### config.mk
export PLATFORM = sky130hd
export DESIGN_NAME = gated_sample_packer_flat
export DESIGN_NICKNAME = d
export VERILOG_FILES = /design/src/rtl/gated_sample_packer_if.sv /design/src/rtl/gated_sample_packer.sv /design/src/flat_wrapper.sv
export SDC_FILE = /design/constraint.sdc
export NUM_CORES = 1
export LEC_CHECK = 0
export CAP_MARGIN = 20
export CORE_ASPECT_RATIO = 1.75
export CORE_MARGIN = 5
export CORE_UTILIZATION = 58
export CTS_CLUSTER_DIAMETER = 150
export DETAILED_ROUTE_END_ITERATION = 8
export MAX_ROUTING_LAYER = met4
export PLACE_DENSITY_LB_ADDON = 0.3
export SYNTH_ARGS = -nofsm -noshare
export SYNTH_HDL_FRONTEND = slang
export SYNTH_SLANG_ARGS = --single-unit
### constraint.sdc
create_clock -name clk -period 3.45 [get_ports clk]
set_clock_uncertainty 0.2 [all_clocks]
set_input_delay 0.345 -clock clk [delete_from_list [all_inputs] [get_ports clk]]
set_output_delay 0.345 -clock clk [all_outputs]
set_load 0.1 [all_outputs]
### src/rtl/gated_sample_packer_if.sv
// gated_sample_packer_if: valid/ready stream carrying packed sample words
//   valid  master->slave  FIFO head holds a word
//   ready  slave->master  consumer takes the head this edge
//   data   master->slave  packed word, lane 0 in the low DATA_W bits
//   count  master->slave  number of valid lanes in data
interface gated_sample_packer_if #(
  parameter int DATA_W = 8,
  parameter int LANES  = 4
) ();
  logic                             valid;
  logic                             ready;
  logic [DATA_W*LANES-1:0]          data;
  logic [$clog2(LANES+1)-1:0]       count;
  modport master (output valid, data, count, input ready);
  modport slave  (input valid, data, count, output ready);
endinterface

### src/rtl/gated_sample_packer.sv
// gated_sample_packer: packs enable-qualified samples into words and queues them in a FIFO
//   clk           rising-edge clock
//   reset_n       asynchronous active-low reset
//   en_i          sample qualifier
//   sample_in_i   gated sample
//   flush_i       push the current partial word
//   clear_ovf_i   clears the sticky overflow flag
//   fifo_level_o  words currently queued
//   overflow_o    sticky: a completed word was dropped
//   m             master stream port (valid/ready/data/count)
module gated_sample_packer #(
  parameter int DATA_W     = 8,
  parameter int LANES      = 4,
  parameter int FIFO_DEPTH = 4
) (
  input  logic                            clk,
  input  logic                            reset_n,
  input  logic                            en_i,
  input  logic [DATA_W-1:0]               sample_in_i,
  input  logic                            flush_i,
  input  logic                            clear_ovf_i,
  output logic [$clog2(FIFO_DEPTH+1)-1:0] fifo_level_o,
  output logic                            overflow_o,
  gated_sample_packer_if.master           m
);
  localparam int LW    = $clog2(LANES);
  localparam int CNT_W = $clog2(LANES+1);
  localparam int AW    = $clog2(FIFO_DEPTH);
  localparam int LVW   = $clog2(FIFO_DEPTH+1);

  typedef enum logic {EMPTY, FILL} state_t;

  typedef struct packed {
    logic [LANES-1:0][DATA_W-1:0] data;
    logic [CNT_W-1:0]             cnt;
  } entry_t;

  state_t                       state_q, state_d;
  logic [LW-1:0]                lane_q, lane_d;
  logic [LANES-1:0][DATA_W-1:0] lanes_q, lanes_d, fill_word;
  logic [CNT_W-1:0]             filled;
  logic                         push, pop, push_ok, drop;
  entry_t                       mem_q [FIFO_DEPTH];
  logic [AW-1:0]                wr_q, wr_d, rd_q, rd_d;
  logic [LVW-1:0]               level_q, level_d;
  logic                         ovf_q, ovf_d;

  // The word as it stands after this edge's sample; lanes past the fill point are already 0.
  always_comb begin
    fill_word = lanes_q;
    if (en_i) fill_word[lane_q] = sample_in_i;
  end

  assign filled  = CNT_W'(lane_q) + CNT_W'(en_i);
  // A completing sample and a flush on the same edge still make a single push.
  assign push    = (en_i && lane_q == LW'(LANES-1)) || (flush_i && (state_q == FILL || en_i));
  assign lane_d  = push ? '0 : lane_q + LW'(en_i);
  assign lanes_d = push ? '0 : fill_word;
  assign state_d = push ? EMPTY : (en_i ? FILL : state_q);

  always_ff @(posedge clk or negedge reset_n) begin
    if (!reset_n) begin
      state_q <= EMPTY;
      lane_q  <= '0;
      lanes_q <= '0;
    end else begin
      state_q <= state_d;
      lane_q  <= lane_d;
      lanes_q <= lanes_d;
    end
  end

  // A pop on the same edge frees a slot, so a full FIFO can still accept the push.
  assign pop     = m.valid && m.ready;
  assign push_ok = push && (level_q < LVW'(FIFO_DEPTH) || pop);
  assign drop    = push && !push_ok;
  assign wr_d    = push_ok ? wr_q + 1'b1 : wr_q;
  assign rd_d    = pop ? rd_q + 1'b1 : rd_q;
  assign level_d = level_q + LVW'(push_ok) - LVW'(pop);
  assign ovf_d   = drop || (ovf_q && !clear_ovf_i);

  always_ff @(posedge clk or negedge reset_n) begin
    if (!reset_n) begin
      wr_q    <= '0;
      rd_q    <= '0;
      level_q <= '0;
      ovf_q   <= 1'b0;
    end else begin
      wr_q    <= wr_d;
      rd_q    <= rd_d;
      level_q <= level_d;
      ovf_q   <= ovf_d;
    end
  end

  // Storage needs no reset: it is only visible through the level-gated head.
  always_ff @(posedge clk) begin
    if (push_ok) mem_q[wr_q] <= '{data: fill_word, cnt: filled};
  end

  assign m.valid      = level_q != '0;
  assign m.data       = m.valid ? mem_q[rd_q].data : '0;
  assign m.count      = m.valid ? mem_q[rd_q].cnt : '0;
  assign fifo_level_o = level_q;
  assign overflow_o   = ovf_q;
endmodule

### src/flat_wrapper.sv
// flat-port wrapper written by rule: the top's interface ports become plain ports
module gated_sample_packer_flat 
#(
  parameter int DATA_W     = 8,
  parameter int LANES      = 4,
  parameter int FIFO_DEPTH = 4
)
  (clk, reset_n, en_i, sample_in_i, flush_i, clear_ovf_i, fifo_level_o, overflow_o, m_valid, m_data, m_count, m_ready);
  gated_sample_packer_if #(.DATA_W(DATA_W), .LANES(LANES)) m_i ();
  input  logic clk;
  input  logic reset_n;
  input  logic en_i;
  input  logic [DATA_W-1:0] sample_in_i;
  input  logic flush_i;
  input  logic clear_ovf_i;
  output logic [$clog2(FIFO_DEPTH+1)-1:0] fifo_level_o;
  output logic overflow_o;
  output wire logic [$bits(m_i.valid)-1:0] m_valid;
  output wire logic [$bits(m_i.data)-1:0] m_data;
  output wire logic [$bits(m_i.count)-1:0] m_count;
  input wire logic [$bits(m_i.ready)-1:0] m_ready;
  assign m_valid = m_i.valid;
  assign m_data = m_i.data;
  assign m_count = m_i.count;
  assign m_i.ready = m_ready;
  gated_sample_packer #(.DATA_W(DATA_W), .LANES(LANES), .FIFO_DEPTH(FIFO_DEPTH)) u_core (.clk(clk), .reset_n(reset_n), .en_i(en_i), .sample_in_i(sample_in_i), .flush_i(flush_i), .clear_ovf_i(clear_ovf_i), .fifo_level_o(fifo_level_o), .overflow_o(overflow_o), .m(m_i));
endmodule
Word-level counts from Yosys, hierarchy flattened
Memory sizes are Yosys's and may differ from the RTL's.
Index checks and enable logic that the tools add are counted.

word-level totals
  logic and storage cells = 48
  RAM bits = 140
  output and inout port bits = 40
  register bits = 43
  input port bits = 14
  memories = 1

cells by class
  $lt $le $gt $ge = 3
  add/sub/neg operators = 6
  mux-type cells = 12
  equality and inequality tests = 1
  reductions and logical operators = 15

memories
  memory        depth  width  rd ports  clocked after memory_dff  wr ports  RTL line                   RTL
  u_core.mem_q  4      35     1         0                         1         gated_sample_packer.sv:43  entry_t mem_q [FIFO_DEPTH];

operator list
  operator                                                                       number
  32-bit two-way mux                                                             3
  32-bit bitwise mux                                                             1
  8-bit demux with 2-bit select                                                  1
  8-bit two-way mux                                                              1
  1-bit logical AND                                                              7
  2-bit by 1-bit adder with 2-bit output (second input constant)                 2
  1-bit logical OR                                                               4
  1-bit two-way mux                                                              4
  2-bit by 1-bit adder with 3-bit output                                         1
  3-bit by 1-bit adder with 3-bit output                                         1
  2-bit by 3-bit less-than comparator with 1-bit output (second input constant)  1
  3-bit less-than comparator (second input constant)                             1
  3-bit two-way mux                                                              1
  3-bit nonzero test                                                             1
  3-bit by 1-bit subtractor with 3-bit output                                    1
  2-bit by 1-bit adder with 2-bit output                                         1
  2-bit equality test (second input constant)                                    1
  2-bit by 1-bit >= comparator with 1-bit output (second input constant)         1
  1-bit logical NOT                                                              2
  2-bit two-way mux                                                              1
  2-bit nonzero test                                                             1

Longest topological paths before layout
  word-level depth = 7
  depth in mapped cells = 9
  gate-level depth less buffers = 8

Least setup slack after synthesis
No wires, ideal clock.

  path kind = register to output
  start = register u_core.level_q[2], in the netlist u_core.fifo_level_o[2]
  end = output m_data[22]
  stages on the path, launching flop included = 4
  required time = 2.905 ns
  slack = -0.122 ns
  data arrival time = 3.027 ns
  cells stage by stage = dfrtp_1 or3_1 clkbuf_1 and2_1

on the way
  longest elaborated chain between the ends = 2

ends and longest elaborated chain
  element                 RTL line                    RTL
  from (decl)             gated_sample_packer.sv:45   logic [LVW-1:0] level_q, level_d;
  from (signal assigned)  gated_sample_packer.sv:91   level_q <= level_d;
  3-bit nonzero test      gated_sample_packer.sv:101  assign m.valid = level_q != '0;
  via m_valid             flat_wrapper.sv:18          output wire logic [$bits(m_i.valid)-1:0] m_valid;
  32-bit two-way mux      gated_sample_packer.sv:102  assign m.data = m.valid ? mem_q[rd_q].data : '0;
  to (decl)               flat_wrapper.sv:19          output wire logic [$bits(m_i.data)-1:0] m_data;

The timed path passes the listed nets, and every way through them passes these cells.

Worst setup path in the final report
  start = register u_core.rd_q[0]
  end = output m_data[6]

on the way
  longest elaborated chain between the ends = 2

ends and longest elaborated chain
  element                 RTL line                    RTL
  from (decl)             gated_sample_packer.sv:44   logic [AW-1:0] wr_q, wr_d, rd_q, rd_d;
  from (signal assigned)  gated_sample_packer.sv:90   rd_q <= rd_d;
  memory read 4 x 35 bit  n/a
  32-bit two-way mux      gated_sample_packer.sv:102

Every way passes these cells.

==> run summary <==
The flow ran to the end, and the final reports show no timing, DRC or antenna violations. From synthesis to final layout, the design area changed by 22.64%. In the final layout, the multi-input gates occupy 1882 sq um. The share of the Yosys chip area taken by registers is 72.53%. The critical path startpoint category is a register. The time the final worst path needs with I/O delays and setup is 2.634 ns.

The number of standard-cell rows in the floorplan is 54, and the vertical die dimension is 158.2 microns. After detailed routing, the average wire length per cell comes to 22.32 microns. The slew of the pin with the lowest slew margin came out at 0.9684 ns. The accumulated negative setup slack is 0 ns, and the clock latency at the later pin of the worst-skew pair is 0.42 ns. Once the clock tree was built, the resizer swapped 0 gates to a different size.

The number of inserted diodes was 0. Setup violations remaining at the end of the flow were counted as 0. The critical-path maximum fanout works out to 37.

The critical path class was reg2out. Measured along the x axis, the die boundary spans 94.69 microns. In this run the count of I/O pins placed on the die edge is 54. The standard cell core area was 12360 sq um.

The clock passes through at most 2 buffers. The starting utilization of the core area is 58.87%, and the post-route clock period utilization is 76.36%. Once layout is done, the placed cells without fillers occupy 8927 sq um. The signal on the critical path passes through buf_12 -> mux4_2 -> and2_1 -> buf_12. Global routing consumed, over all layers together, 21.31% of the routing resources.

The number of buffer and inverter instances along the worst setup path was 2. Dividing the detail-routed via count by the number of cells gives 5.657. The tools report the number of antenna violations at the first check in global routing as 0. The run gives 0.7509 as the final weighted congestion in routability-driven placement. Counting the fill cells in the layout gives 752.

Reg-to-reg critical path startpoint: u_core.fifo_level_o[2]. The tools report the final-report hold violation count as 0. Sorting the synthesized cells by area gives the leading types as edfxtp_1, dfrtp_1, mux4_2.

The tools report the root buffer cell as clkbuf_16. The first global-routing pass estimated 21750 microns of wire. The count of flip-flops with a built-in enable after synthesis was 140; the total overflow reported by the global router was 0.

TritonCTS built the clock tree. The total number of vias is 3547, and the total area of sequential cells is 5281 sq um. The half-perimeter wire length after placement is 8672 microns, and the post-synthesis async set-or-reset flop share is 23.50%.

Largest net degree at the start of global routing: 44. The tightest min-delay check is of the in2async type. TritonCTS created 17 clock buffers. Setup repair after global routing left no endpoint under its margin. Detailed-route wire length: 13990 microns. Post-synthesis cell type with the largest combined area: edfxtp_1. Based on the critical path, the design can be clocked at up to 379.6 MHz.

In this design, the critical path's most frequently occurring cell is buf_12. The count of unique library cells instantiated by Yosys was 26. For this run, design rule violations remaining after detail routing come to 0. The floorplan die area is 14980 sq um. Grouping stages by cell kind, the critical path spends the most delay in multiplexers. Headroom to the max-slew limit came out at 35.24%. The run gives 243 as the initial detailed-routing violation count. In this run the worst setup path begins at u_core.rd_q[0]. After technology mapping, the gate count stands at 377.

The critical path data required time is 2.90 ns, and the count of pins over their slew limit is 0. The post-synthesis instance area is 7279 sq um. The run gives 3802 as the via count of the first global-routing pass. The post-synthesis area per instance works out to 19.31 sq um. After detailed placement, the total cell area comes to 8333 sq um. Data on the critical path arrives at its endpoint at 2.09 ns. The slowest stage of the critical path belongs to the cell mux4_2.

The first TritonRoute pass finished after 4 iterations. STA classifies the critical path endpoint as an output port. During placement, the flow inserted port buffers numbering 53.

Cells with a size suffix above 1 make up 32.90% of the layout. The run gives 4 as the number of H-tree levels. Synthesis inferred 183 register bits. Across the run, the number of max-cap violations was 0. In the final design database the tool counted 469 nets. For this run, the leading register cell type out of synthesis is edfxtp_1.

The share of Yosys cell area claimed by the top area cell type was 57.75%; the yosys synthesis warning count was 0. Clock-pin slew was measured on the worst setup and hold paths at 0.06 ns. For this run, the slowest stage of the critical path takes 0.58 ns. The tools report the number of nets produced by synthesis as 400. The total number of clock tree sinks is 183, and the post-detailed-route count of antenna-violating nets is 0.
## per-layer routing
layer  track usage (%)  vias to the layer above  part of all wire, %
li1                  -                     1570                    -
met1             24.74                     1837                   38
met2             35.67                      110                   55
met3             5.088                       30                  4.7
met4             8.465                        0                  2.7
met5                 -                        -                    0
## through the flow
step / util [%] / cells / hold slack (ns) / worst slack (ns)
2_1_floorplan: - / 377 / -0.1506 / 0.3360
3_3_place_gp: 67.40 / 593 / 0.2845 / 0.7906
3_5_place_dp: 67.40 / 593 / 0.2881 / 0.6584
4_1_cts: 72.04 / 626 / 0.2702 / 0.7664
5_1_grt: 72.20 / 627 / 0.2495 / 0.7067
6_report: 72.20 / 627 / 0.2016 / 0.8155
## final timing paths
path                                          end  slack, ns  cells past startpoint
setup / recovery                        m_data[6]       0.82                      4
hold / removal             u_core.fifo_level_o[2]       0.20                      2
setup reg to reg           u_core.fifo_level_o[2]       0.97                      8
hold reg to reg                    u_core.state_q       0.30                      1
max in group asynchronous       u_core.lanes_q[6]       2.34                      3
min in group clk                u_core.overflow_o       0.29                      2
## cell usage in the layout (no fill, tap or decap), drive strengths merged
cell             n
edfxtp         140
and2            65
buf             51
dfrtp           43
mux4            35
mux2            32
clkbuf          20
clkdlybuf4s50   16
and3            10
inv              9
ha               8
clkinv           4
clkinvlp         4
xnor2            3
nand3            2
nand3b           2
xor2             2
o22ai            2
bufinv           2
nor3b            1
o21ai            1
or3              1
nand2b           1
a21boi           1
nand2            1
o21a             1
fa               1
dlygate4sd3      1
## flip-flops by register name (all words and copies together), names as in the netlist
register / count
u_core.overflow_o: 1
u_core.lane_q: 2
u_core.fifo_level_o: 3
u_core.rd_q: 2
u_core.wr_q: 2
u_core.lanes_q: 32
u_core.state_q: 1
u_core.mem_q: 140
## cells by family after synthesis
kind of cell	count (synthesis)	synth area share (%)
AOI/OAI and AO/OA	5	0.5500
xor gates and xnor gates	5	0.6017
and+or+nand+nor	83	7.271
muxes	67	15.78
buffers and inverters	25	1.616
adders and majority gates	9	1.650
DFF	183	72.53
## synth_stat cells (2+ instances only)
| master | instances |
|---|---|
| ha_1 | 8 |
| and2_1 | 65 |
| xnor2_1 | 3 |
| dfrtp_1 | 43 |
| buf_2 | 3 |
| clkbuf_1 | 10 |
| inv_1 | 7 |
| xor2_1 | 2 |
| nand3_1 | 2 |
| mux4_2 | 35 |
| nand3b_1 | 2 |
| mux2_2 | 32 |
| and3_1 | 10 |
| edfxtp_1 | 140 |
| buf_4 | 3 |
| o22ai_1 | 2 |
## timing repair
item | 4_1_cts | 5_1_grt
hold endpoints to repair | 43 | 0
hold buffers | 1 | 0
setup endpoints to repair | 0 | 0
setup buffers | 0 | 0
## layout make-up
type	count	share of cell area (%)
Clock buffer	20	4.891
Clock inverter	12	1.430
Inverter	7	0.2943
Multi-Input combinational cell	169	21.08
Sequential cell	183	59.16
Tap cell	168	2.355
Timing Repair Buffer	68	10.79
Power is not shown: default switching activity piles up to over one toggle a cycle in this logic, so the estimate is an artifact.
